[src/rtl/mem_arbiter_pkg.sv]
// Shared types for the LC-3b physical-memory arbiter: line/word types and the
// arbiter state encoding, which doubles as the externally visible grant.
package mem_arbiter_pkg;

  typedef logic [15:0]  lc3b_word;
  typedef logic [127:0] lc3b_line;

  typedef enum logic [1:0] {
    ARB_IDLE = 2'b00,
    ARB_I    = 2'b01,
    ARB_D    = 2'b10
  } lc3b_arb_state;

endpackage

[src/rtl/mem_arbiter_if.sv]
// Bundle of I-cache, D-cache and physical-memory signals around the arbiter.
// The slave modport is the arbiter's view; master is the caches plus pmem.
interface mem_arbiter_if;
  import mem_arbiter_pkg::*;

  logic          i_mem_read;
  lc3b_word      i_mem_address;
  lc3b_line      i_mem_rdata;
  logic          i_mem_resp;

  logic          d_mem_read;
  logic          d_mem_write;
  lc3b_word      d_mem_address;
  lc3b_line      d_mem_wdata;
  lc3b_line      d_mem_rdata;
  logic          d_mem_resp;

  logic          pmem_read;
  logic          pmem_write;
  lc3b_word      pmem_address;
  lc3b_line      pmem_wdata;
  lc3b_line      pmem_rdata;
  logic          pmem_resp;

  lc3b_arb_state grant;

  modport slave (
    input  i_mem_read, i_mem_address,
    input  d_mem_read, d_mem_write, d_mem_address, d_mem_wdata,
    input  pmem_rdata, pmem_resp,
    output i_mem_rdata, i_mem_resp,
    output d_mem_rdata, d_mem_resp,
    output pmem_read, pmem_write, pmem_address, pmem_wdata,
    output grant
  );

  modport master (
    output i_mem_read, i_mem_address,
    output d_mem_read, d_mem_write, d_mem_address, d_mem_wdata,
    output pmem_rdata, pmem_resp,
    input  i_mem_rdata, i_mem_resp,
    input  d_mem_rdata, d_mem_resp,
    input  pmem_read, pmem_write, pmem_address, pmem_wdata,
    input  grant
  );

endinterface

[src/rtl/arb_starve_counter.sv]
// Saturating up-counter with synchronous clear; counts D grants that were
// made while fetch was left waiting.
module arb_starve_counter #(
  parameter  int LIMIT = 4,
  localparam int CW    = $clog2(LIMIT + 1)
) (
  input  logic          clk,
  input  logic          rst_n,
  input  logic          inc,
  input  logic          clr,
  output logic [CW-1:0] count
);

  localparam logic [CW-1:0] LIM = CW'(LIMIT);

  always_ff @(posedge clk or negedge rst_n) begin
    if (!rst_n) begin
      count <= '0;
    end else if (clr) begin
      count <= '0;
    end else if (inc && (count != LIM)) begin
      count <= count + 1'b1;
    end
  end

endmodule

[src/rtl/mem_arbiter.sv]
// Shares the single pmem line port between I-cache and D-cache misses.
// D has priority; a starvation counter forces an I grant after STARVE_LIMIT.
module mem_arbiter
  import mem_arbiter_pkg::*;
#(
  parameter int STARVE_LIMIT = 4
) (
  input logic            clk,
  input logic            rst_n,
  mem_arbiter_if.slave   bus
);

  localparam int            CW  = $clog2(STARVE_LIMIT + 1);
  localparam logic [CW-1:0] LIM = CW'(STARVE_LIMIT);

  lc3b_arb_state state, state_next;
  lc3b_word      addr_q;
  lc3b_line      wdata_q;
  logic          wr_q;
  logic          d_req, i_req;
  logic          starve_inc, starve_clr, starve_ok;
  logic [CW-1:0] starve_count;

  assign d_req     = bus.d_mem_read | bus.d_mem_write;
  assign i_req     = bus.i_mem_read;
  assign starve_ok = (starve_count < LIM);

  arb_starve_counter #(.LIMIT(STARVE_LIMIT)) u_starve (
    .clk   (clk),
    .rst_n (rst_n),
    .inc   (starve_inc),
    .clr   (starve_clr),
    .count (starve_count)
  );

  always_ff @(posedge clk or negedge rst_n) begin
    if (!rst_n) state <= ARB_IDLE;
    else        state <= state_next;
  end

  always_comb begin
    state_next = state;
    starve_inc = 1'b0;
    starve_clr = 1'b0;
    unique case (state)
      ARB_IDLE: begin
        if (d_req && (starve_ok || !i_req)) begin
          state_next = ARB_D;
          starve_inc = i_req;
        end else if (i_req) begin
          state_next = ARB_I;
          starve_clr = 1'b1;
        end
      end
      ARB_I, ARB_D: begin
        if (bus.pmem_resp) state_next = ARB_IDLE;
      end
      default: state_next = ARB_IDLE;
    endcase
  end

  // Grant latch: pmem sees only these registers, so a requester changing
  // its inputs mid-transaction cannot disturb the bus. Read+write resolves
  // as a write.
  always_ff @(posedge clk or negedge rst_n) begin
    if (!rst_n) begin
      addr_q  <= '0;
      wdata_q <= '0;
      wr_q    <= 1'b0;
    end else if (state == ARB_IDLE) begin
      unique case (state_next)
        ARB_D: begin
          addr_q  <= bus.d_mem_address;
          wdata_q <= bus.d_mem_wdata;
          wr_q    <= bus.d_mem_write;
        end
        ARB_I: begin
          addr_q <= bus.i_mem_address;
          wr_q   <= 1'b0;
        end
        default: ;
      endcase
    end
  end

  assign bus.pmem_read    = (state != ARB_IDLE) && !wr_q;
  assign bus.pmem_write   = (state != ARB_IDLE) &&  wr_q;
  assign bus.pmem_address = addr_q;
  assign bus.pmem_wdata   = wdata_q;

  assign bus.i_mem_resp   = (state == ARB_I) && bus.pmem_resp;
  assign bus.d_mem_resp   = (state == ARB_D) && bus.pmem_resp;
  assign bus.i_mem_rdata  = bus.pmem_rdata;
  assign bus.d_mem_rdata  = bus.pmem_rdata;
  assign bus.grant        = state;

endmodule

[src/flat_wrapper.sv]
// flat-port wrapper written by rule: the top's interface ports become plain ports
module mem_arbiter_flat import mem_arbiter_pkg::*;
#(
  parameter int STARVE_LIMIT = 4
)
  (clk, rst_n, bus_i_mem_read, bus_i_mem_address, bus_d_mem_read, bus_d_mem_write, bus_d_mem_address, bus_d_mem_wdata, bus_pmem_rdata, bus_pmem_resp, bus_i_mem_rdata, bus_i_mem_resp, bus_d_mem_rdata, bus_d_mem_resp, bus_pmem_read, bus_pmem_write, bus_pmem_address, bus_pmem_wdata, bus_grant);
  mem_arbiter_if bus_i ();
  input logic clk;
  input logic rst_n;
  input wire logic [$bits(bus_i.i_mem_read)-1:0] bus_i_mem_read;
  input wire logic [$bits(bus_i.i_mem_address)-1:0] bus_i_mem_address;
  input wire logic [$bits(bus_i.d_mem_read)-1:0] bus_d_mem_read;
  input wire logic [$bits(bus_i.d_mem_write)-1:0] bus_d_mem_write;
  input wire logic [$bits(bus_i.d_mem_address)-1:0] bus_d_mem_address;
  input wire logic [$bits(bus_i.d_mem_wdata)-1:0] bus_d_mem_wdata;
  input wire logic [$bits(bus_i.pmem_rdata)-1:0] bus_pmem_rdata;
  input wire logic [$bits(bus_i.pmem_resp)-1:0] bus_pmem_resp;
  output wire logic [$bits(bus_i.i_mem_rdata)-1:0] bus_i_mem_rdata;
  output wire logic [$bits(bus_i.i_mem_resp)-1:0] bus_i_mem_resp;
  output wire logic [$bits(bus_i.d_mem_rdata)-1:0] bus_d_mem_rdata;
  output wire logic [$bits(bus_i.d_mem_resp)-1:0] bus_d_mem_resp;
  output wire logic [$bits(bus_i.pmem_read)-1:0] bus_pmem_read;
  output wire logic [$bits(bus_i.pmem_write)-1:0] bus_pmem_write;
  output wire logic [$bits(bus_i.pmem_address)-1:0] bus_pmem_address;
  output wire logic [$bits(bus_i.pmem_wdata)-1:0] bus_pmem_wdata;
  output wire logic [$bits(bus_i.grant)-1:0] bus_grant;
  assign bus_i.i_mem_read = bus_i_mem_read;
  assign bus_i.i_mem_address = bus_i_mem_address;
  assign bus_i.d_mem_read = bus_d_mem_read;
  assign bus_i.d_mem_write = bus_d_mem_write;
  assign bus_i.d_mem_address = bus_d_mem_address;
  assign bus_i.d_mem_wdata = bus_d_mem_wdata;
  assign bus_i.pmem_rdata = bus_pmem_rdata;
  assign bus_i.pmem_resp = bus_pmem_resp;
  assign bus_i_mem_rdata = bus_i.i_mem_rdata;
  assign bus_i_mem_resp = bus_i.i_mem_resp;
  assign bus_d_mem_rdata = bus_i.d_mem_rdata;
  assign bus_d_mem_resp = bus_i.d_mem_resp;
  assign bus_pmem_read = bus_i.pmem_read;
  assign bus_pmem_write = bus_i.pmem_write;
  assign bus_pmem_address = bus_i.pmem_address;
  assign bus_pmem_wdata = bus_i.pmem_wdata;
  assign bus_grant = bus_i.grant;
  mem_arbiter #(.STARVE_LIMIT(STARVE_LIMIT)) u_core (.clk(clk), .rst_n(rst_n), .bus(bus_i));
endmodule
[config.mk]
export PLATFORM = sky130hd
export DESIGN_NAME = mem_arbiter_flat
export DESIGN_NICKNAME = d
export VERILOG_FILES = /design/src/rtl/mem_arbiter_pkg.sv /design/src/rtl/mem_arbiter_if.sv /design/src/rtl/arb_starve_counter.sv /design/src/rtl/mem_arbiter.sv /design/src/flat_wrapper.sv
export SDC_FILE = /design/constraint.sdc
export NUM_CORES = 1
export LEC_CHECK = 0
export BUFFER_PORTS_ARGS = -buffer_cell sky130_fd_sc_hd__buf_4
export CAP_MARGIN = 20
export CORE_AREA = 2 2 269 271
export CTS_BUF_LIST = sky130_fd_sc_hd__clkbuf_2 sky130_fd_sc_hd__clkbuf_4 sky130_fd_sc_hd__clkbuf_8
export DETAILED_ROUTE_END_ITERATION = 10
export DIE_AREA = 0 0 271 273
export HOLD_SLACK_MARGIN = 0.03
export PLACE_DENSITY = 0.37
export SLEW_MARGIN = 10
export SYNTH_ARGS = -nofsm -noshare
export SYNTH_HDL_FRONTEND = slang
export SYNTH_SLANG_ARGS = --single-unit
[constraint.sdc]
create_clock -name clk -period 6.02 [get_ports clk]
set_input_delay 0.301 -clock clk [delete_from_list [all_inputs] [get_ports clk]]
set_output_delay 0.301 -clock clk [all_outputs]
set_load 0.005 [all_outputs]
# [Word level (Yosys, flattened, before mapping)]
# Index checks and enable logic that the tools add are counted.
[totals] reg_bits=150 elab_cells=42
[classes] n_addsub=1 magnitude_cmp=1 eq_ne=5 muxes=13 bitwise=1 n_reduce_logical=16
[op_table] operator="case mux 16 bit (2 select lines)" count=1
[op_table] operator="logical AND 1 bit" count=6
[op_table] operator="2-to-1 mux 2 bit" count=3
[op_table] operator="2-to-1 mux 3 bit" count=2
[op_table] operator="nonzero test 2 bit" count=3
[op_table] operator="2-to-1 mux 1 bit" count=5
[op_table] operator="equality test 2 x 1 -> 1 bit, second input constant" count=2
[op_table] operator="equality test 2 bit, second input constant" count=2
[op_table] operator="case mux 2 bit (2 select lines)" count=1
[op_table] operator="AND reduction 2 bit" count=2
[op_table] operator="adder 3 x 1 -> 3 bit, second input constant" count=1
[op_table] operator="less-than comparator 3 bit, second input constant" count=1
[op_table] operator="!= test 3 bit, second input constant" count=1
[op_table] operator="zero test 1 bit" count=2
[op_table] operator="zero test 2 bit" count=1
[op_table] operator="case mux 1 bit (2 select lines)" count=1
[op_table] operator="OR reduction 2 bit" count=1
[op_table] operator="logical OR 1 bit" count=1
[op_table] operator="bitwise OR 1 bit" count=1

# [Longest topological paths before layout]
[depth] word_depth=8 ltp_mapped=12 depth_no_buf=9

# [By module]
# Synthesis repeated with hierarchy kept, for this count alone.
[hier_totals] hier_cells=649 area_unflattened_um2=8508.2
[by_module_without_submodules] module="mem_arbiter" n_inst=1 cells_per_inst=632 area_each_um2=8314.2 seq_area_each_um2=3678.5
[by_module_without_submodules] module="arb_starve_counter" n_inst=1 cells_per_inst=17 area_each_um2=193.9 seq_area_each_um2=75.1

# [Worst setup path after synthesis]
# Ideal clock, no wire load.
[synth_path] kind="register to register" start="register u_core.state[0], in the netlist u_core.bus.grant[0]" end="register u_core.wdata_q[0], in the netlist u_core.bus.pmem_wdata[0]" arrival_time_ns=2.106 required_time_ns=5.895 setup_slack_ns=3.789 path_stages_with_launch=12 synth_period_minus_slack_ns=2.231 cell_sequence="dfrtp_1 -> inv_1 -> ha_1 -> buf_4 -> nor3b_1 -> o21ai_0 -> a21o_1 -> ha_1 -> nand2_2 -> buf_6 -> buf_6 -> mux2_4"
[synth_between] elab_chain_cells=5 elab_cells_between_ends=10 cone_classes="3 x eq/ne; 4 x mux; 3 x reduce/logical"
[synth_lines] item="start, declared" line="mem_arbiter.sv:16" rtl="lc3b_arb_state state, state_next;"
[synth_lines] item="start signal, assigned" line="mem_arbiter.sv:38" rtl="else state <= state_next;"
[synth_lines] item="equality test 2 bit, or another cell as far along" line="mem_arbiter.sv:45" rtl="unique case (state)"
[synth_lines] item="OR reduction 2 bit / 2-to-1 mux 2 bit (equally long branches)" line="mem_arbiter.sv:45, mem_arbiter.sv:47"
[synth_lines] item="case mux 2 bit (2 select lines)" line="mem_arbiter.sv:45"
[synth_lines] item="equality test 2 bit" line="mem_arbiter.sv:71" rtl="unique case (state_next)"
[synth_lines] item="AND reduction 2 bit (no source line) *"
[synth_lines] item="end signal, assigned" line="mem_arbiter.sv:74" rtl="wdata_q <= bus.d_mem_wdata;"
[synth_lines] item="end, declared" line="mem_arbiter.sv:18" rtl="lc3b_line wdata_q;"
# Mark *: on every way between the ends. The rest lies on a longest branch, timed or not.
# A chain may end at the register's enable or synchronous reset.

# [Worst setup path in the final report]
[layout_path] start="register u_core.state[0], in the netlist u_core.bus.grant[0]" end="register u_core.wdata_q[58], in the netlist u_core.bus.pmem_wdata[58]"
# The elaborated chain is that of the path after synthesis.

==> results.yml <==
sta:
  final_max_slew_viol_count: 0
  finalHoldViolCount: 0
  slew_headroom_pct: 40.37
  tns_ns: 0
  whs_ns: 0.1112
  rsz0062_at_grt: "false"
  finalCritPeriodShare_pct: 56.75
  fmax_ghz: 0.2927
  skew_ns: 0.01440
  setup_violations: 0
  period_minus_slack_ns: 3.416
  tightest_slew_ns: 0.8945
grt:
  grt_pass1_wl_um: 38540
  grt_pass1_vias: 5791
  antenna_found_initial: 6
  grtUsageTotal_pct: 7.206
  grt_start_max_net_pins: 77
  overflow: 0
min_path:
  hp-class: "in -> reg"
  min_from: "bus_i_mem_address[12]"
  holdPathEnd: "u_core.bus.pmem_address[12]$_DFFE_PN0P_"
  holdPathStages: 3
logic_synthesis:
  synthCells: 644
  ys_types: 26
  yosys-top-cells-area: "dfrtp_1, buf_4, mux2_4"
  yosysWarnings: 0
  synth-edff-count: 0
  synth_ff_type: "dfrtp_1"
  synth.top_cell.area_share_pct: 45.33
  yosys_register_bits: 150
  seq_area_frac_synth_pct: 45.33
  synth_area_um2: 8280
  async_flop_share_pct: 100.0
  syn-num-nets: 946
  avgSynthCellArea_um2: 12.86
  yosys.area.top_type: "dfrtp_1"
die:
  die_h_um: 273
  io_pins: 700
  initial_utilization_pct: 11.66
  num_rows: 98
  die_w_um: 271
  coreArea_um2: 71000
  dieArea_um2: 73980
worst_setup_path:
  worstRegToRegCells: 9
  worst_setup_path_end_kind: "register"
  arrival_ns: 3.84
  r2r-start: "u_core.bus.grant[0]$_DFF_PN0_"
  criticalPathCategory: "reg -> reg"
  r2r-end: "u_core.bus.pmem_wdata[58]$_DFFE_PN0P_"
  critPathLaunchType: "register"
  cp.required_ns: 6.44
  reg2reg_setup_slack_ns: 2.60
  path_max_fanout: 76
power:
  internal_power_w: 0.003827
  peakVddDrop_mv: 0.4312
  sw_frac_of_total_pct: 33.21
  leakage_nw: 5.507
  power.density_nw_per_um2: 483.0
  power_frac_seq_pct: 32.2
  p_switching_w: 0.001903
  pwr-share-comb_pct: 50.8
  clockPowerShare_pct: 17.0
placed_design:
  dp.cells: 1637
  routabilityCongestion: 0.7294
  numPortBuffers: 315
  hpwl_um: 19290
drt:
  drc: 0
  ant_nets: 0
  wl_per_cell_um: 14.56
  vias: 5186
  drtPass1Iterations: 3
  drt-initial-drc-count: 127
  viasPerCell: 2.831
  finalWirelength_um: 26680
clock_network:
  cts_sinks: 150
  cts_root_buffer: "clkbuf_8"
  post_cts_buffers: 0
  insertion_delay_ns: 0.53
  ctsHoldBuffers: 161
  cts.clk_slew.worst_paths_ns: 0.10
  cts.path.max_buffers: 2
  cts_resized: 0
  cts_made_buffers: 17
  h-tree-depth: 4
  cts_tree: "yes"
cells_and_area:
  stdcell_count: 1832
  layout-drive-gt1-share_pct: 54.77
  area_growth_pct: 43.28
  final_core_util_pct: 16.71
  layout_common_cells: "buf_4, dlygate4sd3_1, dfrtp_1"
  final_common_cell: "buf_4"
  fin_nets: 1169
outcome:
  outcome: "complete, no violations"
run:
  cap_viol_max_count: 0
[worst max path at each step]
| stage | from | to | slack, ns |
|---|---|---|---|
| after floorplan | u_core.bus.grant[0]$_DFF_PN0_ | u_core.bus.pmem_wdata[0]$_DFFE_PN0P_ | 3.79 |
| after global placement | u_core.bus.grant[0]$_DFF_PN0_ | u_core.bus.pmem_wdata[58]$_DFFE_PN0P_ | 2.60 |
| after detailed placement | u_core.bus.grant[0]$_DFF_PN0_ | u_core.bus.pmem_wdata[80]$_DFFE_PN0P_ | 2.55 |
| after global routing | u_core.bus.grant[0]$_DFF_PN0_ | u_core.bus.pmem_wdata[67]$_DFFE_PN0P_ | 2.33 |
| final | u_core.bus.grant[0]$_DFF_PN0_ | u_core.bus.pmem_wdata[58]$_DFFE_PN0P_ | 2.60 |
| after CTS | u_core.bus.grant[0]$_DFF_PN0_ | u_core.bus.pmem_wdata[67]$_DFFE_PN0P_ | 2.54 |
[power groups by stage]
stage / clock, W / combinational (W) / sequential (W)
after global routing: 0.00110 / 0.00314 / 0.00192
after floorplan: 0 / 0.00179 / 0.00186
final: 0.000977 / 0.00291 / 0.00184
after detailed placement: 0 / 0.00287 / 0.00186
after global placement: 0 / 0.00285 / 0.00186
after CTS: 0.00107 / 0.00298 / 0.00185
[sequential cells by signal, indices dropped and copies added (netlist names)]
signal	cells
u_core.bus.grant	2
u_core.bus.pmem_address	16
u_core.u_starve.count	3
u_core.bus.pmem_wdata	128
u_core.wr_q	1
[layout make-up]
cell class / instances / area [um2]
Fill cell: 7860 / 59130
Timing Repair Buffer: 481 / 4030
Sequential cell: 150 / 3754
Multi-Input combinational cell: 213 / 2405
Tap cell: 950 / 1189
Clock buffer: 17 / 234.0
Clock inverter: 15 / 232.7
Inverter: 4 / 15.01
Antenna cell: 2 / 5.005
[routing by layer]
| metal | part of all wire [%] | vias up | track usage, % |
|---|---|---|---|
| li1 | - | 2309 | - |
| met1 | 37 | 2417 | 7.565 |
| met2 | 46 | 334 | 10.98 |
| met3 | 12 | 122 | 4.200 |
| met4 | 4.8 | 4 | 4.696 |
| met5 | 0.086 | - | 0 |
[stage by stage]
step / cell area [um2] / setup WS, ns / power (W)
3_3_place_gp: 9781 / 2.602 / 0.004708
5_1_grt: 11860 / 2.334 / 0.006153
2_1_floorplan: 8280 / 3.789 / 0.003655
4_1_cts: 11860 / 2.542 / 0.005900
6_report: 11860 / 2.604 / 0.005730
3_5_place_dp: 9781 / 2.554 / 0.004729
[Yosys cell counts, types with 2 or more instances]
cell type and instances:
nand3_1 2, o21ai_0 20, buf_2 2, mux2_4 101, mux2i_1 16, nand2b_1 2, mux2_2 28, nor2_1 2
buf_4 258, nor2b_1 3, dfrtp_1 150, and2_1 2, a21oi_1 2, buf_6 14, a21o_1 2, nand2_1 20
ha_1 8, inv_1 4
[worst max-delay path: stages (launching register included)]
cell and delay (ns):
dfrtp_1 0.45, inv_1 0.10, ha_1 0.43, nor3b_1 0.22, o21ai_0 0.13, a21o_1 0.20
ha_1 0.25, nand2_8 0.49, buf_12 0.48, mux2_2 0.40
[logic make-up (layout without fill, tap and decap cells)]
kind of cell / after synthesis / count (layout) / synth area share [%]
other: 0 / 2 / 0
muxes: 145 / 145 / 24.06
adders and majority gates: 8 / 8 / 1.209
DFF: 150 / 150 / 45.33
buffers and inverters: 281 / 517 / 25.79
and+or+nand+nor: 33 / 33 / 1.813
AOI/OAI and AO/OA: 27 / 27 / 1.798
Note: power is estimated with default switching activity, not from simulation.
